===== src/rtl/spm_arb_pkg.sv =====
// spm_arb_pkg -- shared definitions for the scratch-pad memory arbiter.
//   SPM geometry (word width, depth, address width), FSM state encodings
//   and master indices used by spm_arb and spm_arb_rr.
// Optional feature macro used by the slice: SPM_ARB_LOCK_EN (see spm_arb.sv).
package spm_arb_pkg;

  localparam int WORD_W     = 32;
  localparam int SPM_DEPTH  = 4096;
  localparam int SPM_ADDR_W = $clog2(SPM_DEPTH);

  typedef enum logic [1:0] {
    SPM_ARB_ST_IDLE   = 2'd0,
    SPM_ARB_ST_ACCESS = 2'd1,
    SPM_ARB_ST_RESP   = 2'd2
  } spm_arb_st_e;

  localparam logic SPM_ARB_M0 = 1'b0;
  localparam logic SPM_ARB_M1 = 1'b1;

endpackage


===== src/rtl/spm_arb_rr.sv =====
// spm_arb_rr -- combinational 2-way round-robin pick.
//   req    : request vector, bit N = master N
//   prio   : index of the master holding priority
//   lock   : current owner holds a lock (only meaningful at RESP exit)
//   owner  : index of the current owner
//   winner : selected master index
//   valid  : at least one request present
//   hold   : winner was chosen because of the lock (priority must not rotate)
import spm_arb_pkg::*;

module spm_arb_rr (
  input  logic [1:0] req,
  input  logic       prio,
  input  logic       lock,
  input  logic       owner,
  output logic       winner,
  output logic       valid,
  output logic       hold
);

  always_comb begin
    valid  = |req;
    hold   = 1'b0;
    winner = prio;
    if (lock && req[owner]) begin
      winner = owner;
      hold   = 1'b1;
    end else if (req[prio]) begin
      winner = prio;
    end else begin
      // lone requester wins regardless of priority
      winner = ~prio;
    end
  end

endmodule


===== src/rtl/spm_arb.sv =====
// spm_arb -- two-master arbiter in front of a single-port scratch-pad memory.
//   clk, reset          : clock, asynchronous active-high reset
//   mN_req/we/addr/wr_data : master N request and transaction fields (N=0,1)
//   mN_lock             : ownership lock (only when SPM_ARB_LOCK_EN is defined)
//   mN_gnt              : master N owns the SPM port (ACCESS through RESP)
//   mN_ack, mN_rd_data  : one-cycle completion pulse and read data
//   ram_en/we/addr/wr_data, ram_rd_data : SPM port (registered read, 1 cycle)
// Config macro: SPM_ARB_LOCK_EN enables the mN_lock ports and lock hold.
//
// state  | meaning
// IDLE   | no transaction, arbitrate incoming requests
// ACCESS | SPM port driven from latched copies, one cycle
// RESP   | owner acked, read data returned; re-arbitrate at exit
import spm_arb_pkg::*;

module spm_arb #(
  parameter int INIT_PRIO = 0
) (
  input  logic                  clk,
  input  logic                  reset,
  input  logic                  m0_req,
  input  logic                  m0_we,
  input  logic [SPM_ADDR_W-1:0] m0_addr,
  input  logic [WORD_W-1:0]     m0_wr_data,
  input  logic                  m1_req,
  input  logic                  m1_we,
  input  logic [SPM_ADDR_W-1:0] m1_addr,
  input  logic [WORD_W-1:0]     m1_wr_data,
`ifdef SPM_ARB_LOCK_EN
  input  logic                  m0_lock,
  input  logic                  m1_lock,
`endif
  output logic                  m0_gnt,
  output logic                  m0_ack,
  output logic [WORD_W-1:0]     m0_rd_data,
  output logic                  m1_gnt,
  output logic                  m1_ack,
  output logic [WORD_W-1:0]     m1_rd_data,
  output logic                  ram_en,
  output logic                  ram_we,
  output logic [SPM_ADDR_W-1:0] ram_addr,
  output logic [WORD_W-1:0]     ram_wr_data,
  input  logic [WORD_W-1:0]     ram_rd_data
);

  localparam logic INIT_P = (INIT_PRIO != 0);

  spm_arb_st_e           state_q, state_d;
  logic                  owner_q, we_q, prio_q;
  logic [SPM_ADDR_W-1:0] addr_q;
  logic [WORD_W-1:0]     wdata_q;

  logic [1:0] req;
  logic       lock_act, win, win_valid, win_hold, load;

  assign req = {m1_req, m0_req};

`ifdef SPM_ARB_LOCK_EN
  // lock is only honoured at the end of the owner's own transaction
  assign lock_act = (state_q == SPM_ARB_ST_RESP) && (owner_q ? m1_lock : m0_lock);
`else
  assign lock_act = 1'b0;
`endif

  spm_arb_rr u_rr (
    .req    (req),
    .prio   (prio_q),
    .lock   (lock_act),
    .owner  (owner_q),
    .winner (win),
    .valid  (win_valid),
    .hold   (win_hold)
  );

  // a new owner can be taken from IDLE or at RESP exit, never out of ACCESS
  assign load = win_valid && (state_q != SPM_ARB_ST_ACCESS);

  always_ff @(posedge clk or posedge reset) begin
    if (reset) state_q <= SPM_ARB_ST_IDLE;
    else       state_q <= state_d;
  end

  always_comb begin
    state_d = state_q;
    case (state_q)
      SPM_ARB_ST_IDLE:   state_d = win_valid ? SPM_ARB_ST_ACCESS : SPM_ARB_ST_IDLE;
      SPM_ARB_ST_ACCESS: state_d = SPM_ARB_ST_RESP;
      SPM_ARB_ST_RESP:   state_d = win_valid ? SPM_ARB_ST_ACCESS : SPM_ARB_ST_IDLE;
      default:           state_d = SPM_ARB_ST_IDLE;
    endcase
  end

  always_ff @(posedge clk or posedge reset) begin
    if (reset) begin
      owner_q <= 1'b0;
      we_q    <= 1'b0;
      addr_q  <= '0;
      wdata_q <= '0;
      prio_q  <= INIT_P;
    end else if (load) begin
      owner_q <= win;
      we_q    <= win ? m1_we      : m0_we;
      addr_q  <= win ? m1_addr    : m0_addr;
      wdata_q <= win ? m1_wr_data : m0_wr_data;
      if (!win_hold) prio_q <= ~win;
    end
  end

  always_comb begin
    m0_gnt      = 1'b0;
    m1_gnt      = 1'b0;
    m0_ack      = 1'b0;
    m1_ack      = 1'b0;
    m0_rd_data  = '0;
    m1_rd_data  = '0;
    ram_en      = 1'b0;
    ram_we      = 1'b0;
    ram_addr    = addr_q;
    ram_wr_data = wdata_q;
    case (state_q)
      SPM_ARB_ST_ACCESS: begin
        m0_gnt = (owner_q == SPM_ARB_M0);
        m1_gnt = (owner_q == SPM_ARB_M1);
        ram_en = 1'b1;
        ram_we = we_q;
      end
      SPM_ARB_ST_RESP: begin
        m0_gnt = (owner_q == SPM_ARB_M0);
        m1_gnt = (owner_q == SPM_ARB_M1);
        m0_ack = m0_gnt;
        m1_ack = m1_gnt;
        // writes return zero; the SPM output is stale during a write ack
        if (m0_gnt && !we_q) m0_rd_data = ram_rd_data;
        if (m1_gnt && !we_q) m1_rd_data = ram_rd_data;
      end
      default: ;
    endcase
  end

endmodule


===== config.mk =====
export PLATFORM = sky130hd
export DESIGN_NAME = spm_arb
export DESIGN_NICKNAME = d
export VERILOG_FILES = /design/src/rtl/spm_arb_pkg.sv /design/src/rtl/spm_arb_rr.sv /design/src/rtl/spm_arb.sv
export SDC_FILE = /design/constraint.sdc
export NUM_CORES = 1
export LEC_CHECK = 0
export CORE_MARGIN = 5
export CORE_UTILIZATION = 31
export CTS_CLUSTER_SIZE = 28
export DETAILED_ROUTE_END_ITERATION = 10
export GPL_TIMING_DRIVEN = 0
export HOLD_SLACK_MARGIN = 0.06
export PLACE_DENSITY = 0.88
export SYNTH_ARGS = -nofsm -noshare
export SYNTH_HDL_FRONTEND = slang
export SYNTH_SLANG_ARGS = --single-unit

===== constraint.sdc =====
create_clock -name clk -period 1.5 [get_ports clk]
set_clock_uncertainty 0.05 [all_clocks]
set_input_delay 0.3 -clock clk [delete_from_list [all_inputs] [get_ports clk]]
set_output_delay 0.3 -clock clk [all_outputs]
set_load 0.05 [all_outputs]

==> summary.md <==
| Metric | Value |
|---|---|
| Vias in the first global route | 4142 |
| Routed vias | 4049 |
| Residual DRC | 0 |
| Die height | 109 um |
| Nets | ~760 |
| Ys flop type | dfrtp_1 |
| CORE AREA | 9680 um^2 |
| Slew HR | 0.270 |
| Hold Path Origin | m1_wr_data[11] |
| Synthesized instance count | 355 |
| Outcome | finished with violations |
| Die width | 109 um |
| CP startpoint kind | flop |
| Stages on worst setup path | 7 |
| Largest net degree at the start of global routing | 50 |
| WL final | 17100 um |
| Yosys reg bits | 49 |
| Hold Path Class | in -> reg |
| Netlist Area Pre-Place | ~3100 um^2 |
| RePlAce Congestion | ~0.80 |
| Die Footprint | 12000 um^2 |
| Num CTS Buffers | 5 |
| Starting Density | 0.316 |
| Combinational Power Share | 0.753 |
| Netlist cell types | 26 |
| Clk sink count | 49 |
| YS warnings | 0 |
| Storage element area | 1230 um^2 |
| Fin cells | about 760 |
| M1 GR Usage | 0.279 |
| Filler instances | 584 |
| Total global-route track usage | 0.259 |
| CP endpoint kind | primary output |
| Clk slew on worst S/H paths | 110 ps |
| Sw Share | 0.525 |
| Slew Limit Fails | 0 |
| Most area-consuming cells after synthesis | dfrtp_1 40%, and2_1 13%, a31oi_1 9.2%, nand3_1 7.4%, nor2_1 5.9% |
| Area delta synth->final | 140% |
| I/O pin total | 240 |
| Clk pwr share | 0.060 |
| Failing checks | negative setup slack |
| Unrepaired setup endpoints after global routing | yes |
| CP Max Fanout | 10 |
| CTS tree | built |
| Peak supply drop | 0.00136 V |
| Cell accounting for the most synthesized area | dfrtp_1 |
| First-pass GRT wire length | 23800 um |
| Count leader, synth | and2_1 |
| Measured slew at the worst slew-check pin | 1090 ps |
| Leak | just under 0.003 uW |
| Post-route ant nets | 0 |
| Antenna diodes | 0 |
| CP top delay family | buffers and inverters |
| Pwr Total | 14500 uW |
| Net Switching | about 7600 uW |
| Required @ worst endpoint | 1150 ps |
| Crit path largest cell delay | approximately 420 ps |
| Setup-violating endpoint count in the final report | about 120 |
| Post-synth top area share | 0.400 |
| Critical path buffer and inverter count | 3 |
| Worst hold margin | 487 ps |
| HPWL after DPL | 10500 um |
| CTS H-tree lvls | 2 |
| Worst r2r src | state_q[1] |
| Grt met3 use | 0.0746 |
| Crit path DAT | 1790 ps |
| P per Cell Area | 1980 nW/um^2 |
| IO buf count | 239 |
| Cell count after placement | 727 |
| First DRT Iteration DRCs | approximately 190 |
| Sequential fraction of the synthesis area | 0.400 |
| Int Power | 6910 uW |
| Skew-Pair Late Insertion Delay | 310 ps |
| Row Count | 36 |
| Worst Setup SP | state_q[0] |
| Final period util | 1.43 |
| Sequential power share | 0.188 |
| Number of max-cap violations | 0 |
| CP Cell Sequence | inv_2, ha_4, nand2_2, nor2_4, clkbuf_8, and2_4, buf_6 |
| WL/cell | between 20 and 25 um |
| Hold Path Stages | 3 |
| DR pass1 iterations | 4 |
| Syn_nets | roughly 490 |
| EDFF count, synth | 0 |
| Worst-case clock buffer depth | 2 |
| Mean post-synth cell area | 8.63 um^2 |
| R2R depth | 10 |
| Async set-or-reset flop fraction in the synthesized netlist | 1.00 |
| Post-synth top cells | 66 x and2_1, 49 x dfrtp_1, 48 x nor2_1 |
| Fmax | between 400 and 500 MHz |
| Hold Vio Cnt, Final | 0 |
| Most used routing layer | met2 |
| CP max-delay cell | dfrtp_1 |
| M2 GR Usage | 0.483 |
| Clock tree root buffer cell | clkbuf_8 |
| Fin util | 0.760 |
| Vias/cell | roughly 5.3 |
| Min Tclk post-route | 2140 ps |
| Initial antenna violation count | 0 |
| PnR worst setup slack | -643 ps |
| Fraction of layout cells with a size suffix above 1 | 0.562 |
| Multi-input logic area | 2320 um^2 |
| WS Path Type | reg -> out |
| GRT overflow | 0 |
placed cells by master, fill, tap and decap left out, drive strengths merged:
cell type      instances
and2                  66
clkdlybuf4s15         23
nor3b                  1
a31oi                 45
nand3                 45
a21oi                  1
clkdlybuf4s18          3
clkinv                 1
inv                    4
nand2b                 2
mux2                   1
clkbuf                11
clkinvlp               1
o21ai                 45
buf                  142
clkdlybuf4s50        125
nand2                  2
nor2b                  4
ha                     4
nor2                  48
o22a                   1
nor3                   1
o21ba                  1
dfrtp                 49
stage by stage:
stage	TNS (ps)	setup slack, ps	cell area [um^2]
floorplan	-9640	-143	3310
global placement	-74350	-955	5870
detailed placement	-80260	-992	5870
CTS	-48770	-548	7160
global route	-59790	-700	7360
finish	-53430	-643	7360
layout make-up:
type / instances / share of cell area
buffer: 32 / 0.0539
clock buffer: 5 / 0.00936
sequential: 49 / 0.167
clock inverter: 3 / 0.00391
tap: 133 / 0.0226
timing repair buffer: 267 / 0.425
inverter: 3 / 0.00272
multi-input combinational: 267 / 0.315
cell families after synthesis:
family	count (synthesis)	synth area share
multiplexers	1	0.00368
flip-flops	49	0.400
AO/OA/AOI/OAI	93	0.198
adder cells (fa/ha/maj)	4	0.0163
buffers and inverters	39	0.0935
AND/OR/NAND/NOR	169	0.288
repair_timing:
item / in CTS / in global routing
endpoints found under the setup margin: 161 / 132
endpoints found under the hold margin: 0 / 0
setup buffers: 15 / 7
gates cloned: 9 / 2
hold buffers: 0 / 0
gates resized for setup: 803 / 107
pin swaps: 6 / 8
state kept, by name (all words and copies together) (netlist names):
name	cells
ram_wr_data	32
ram_addr	12
state_q	2
owner_q	1
prio_q	1
we_q	1
layer usage:
| layer | share of wire | vias to the layer above |
|---|---|---|
| li1 | - | 1780 |
| met1 | 0.35 | 1991 |
| met2 | 0.53 | 232 |
| met3 | 0.087 | 46 |
| met4 | 0.036 | 0 |
| met5 | 0 | - |
worst register-to-register path: cells and delay by family (launching register included):
kind | cells | cell delay [ps]
DFF | 1 | 410
and+or+nand+nor | 1 | 40
AOI/OAI and AO/OA | 2 | 430
buffers and inverters | 6 | 690
adders and majority gates | 1 | 170
power groups by stage:
stage,logic [uW],clock network (uW),registers [uW]
4_1_cts,10200,892,2640
3_3_place_gp,8080,0,2440
5_1_grt,11400,940,2810
2_1_floorplan,3330,0,4560
6_report,10900,869,2730
3_5_place_dp,8220,0,2480
path summary, 6_finish.rpt:
kind	to	slack, ps
min reg2reg	ram_addr[5]	520
max	m1_rd_data[10]	-640
max in group asynchronous	owner_q	230
max reg2reg	we_q	-360
min in group asynchronous	ram_wr_data[10]	510
min	ram_wr_data[11]	490
No activity file was read; power rests on OpenSTA's default activity.
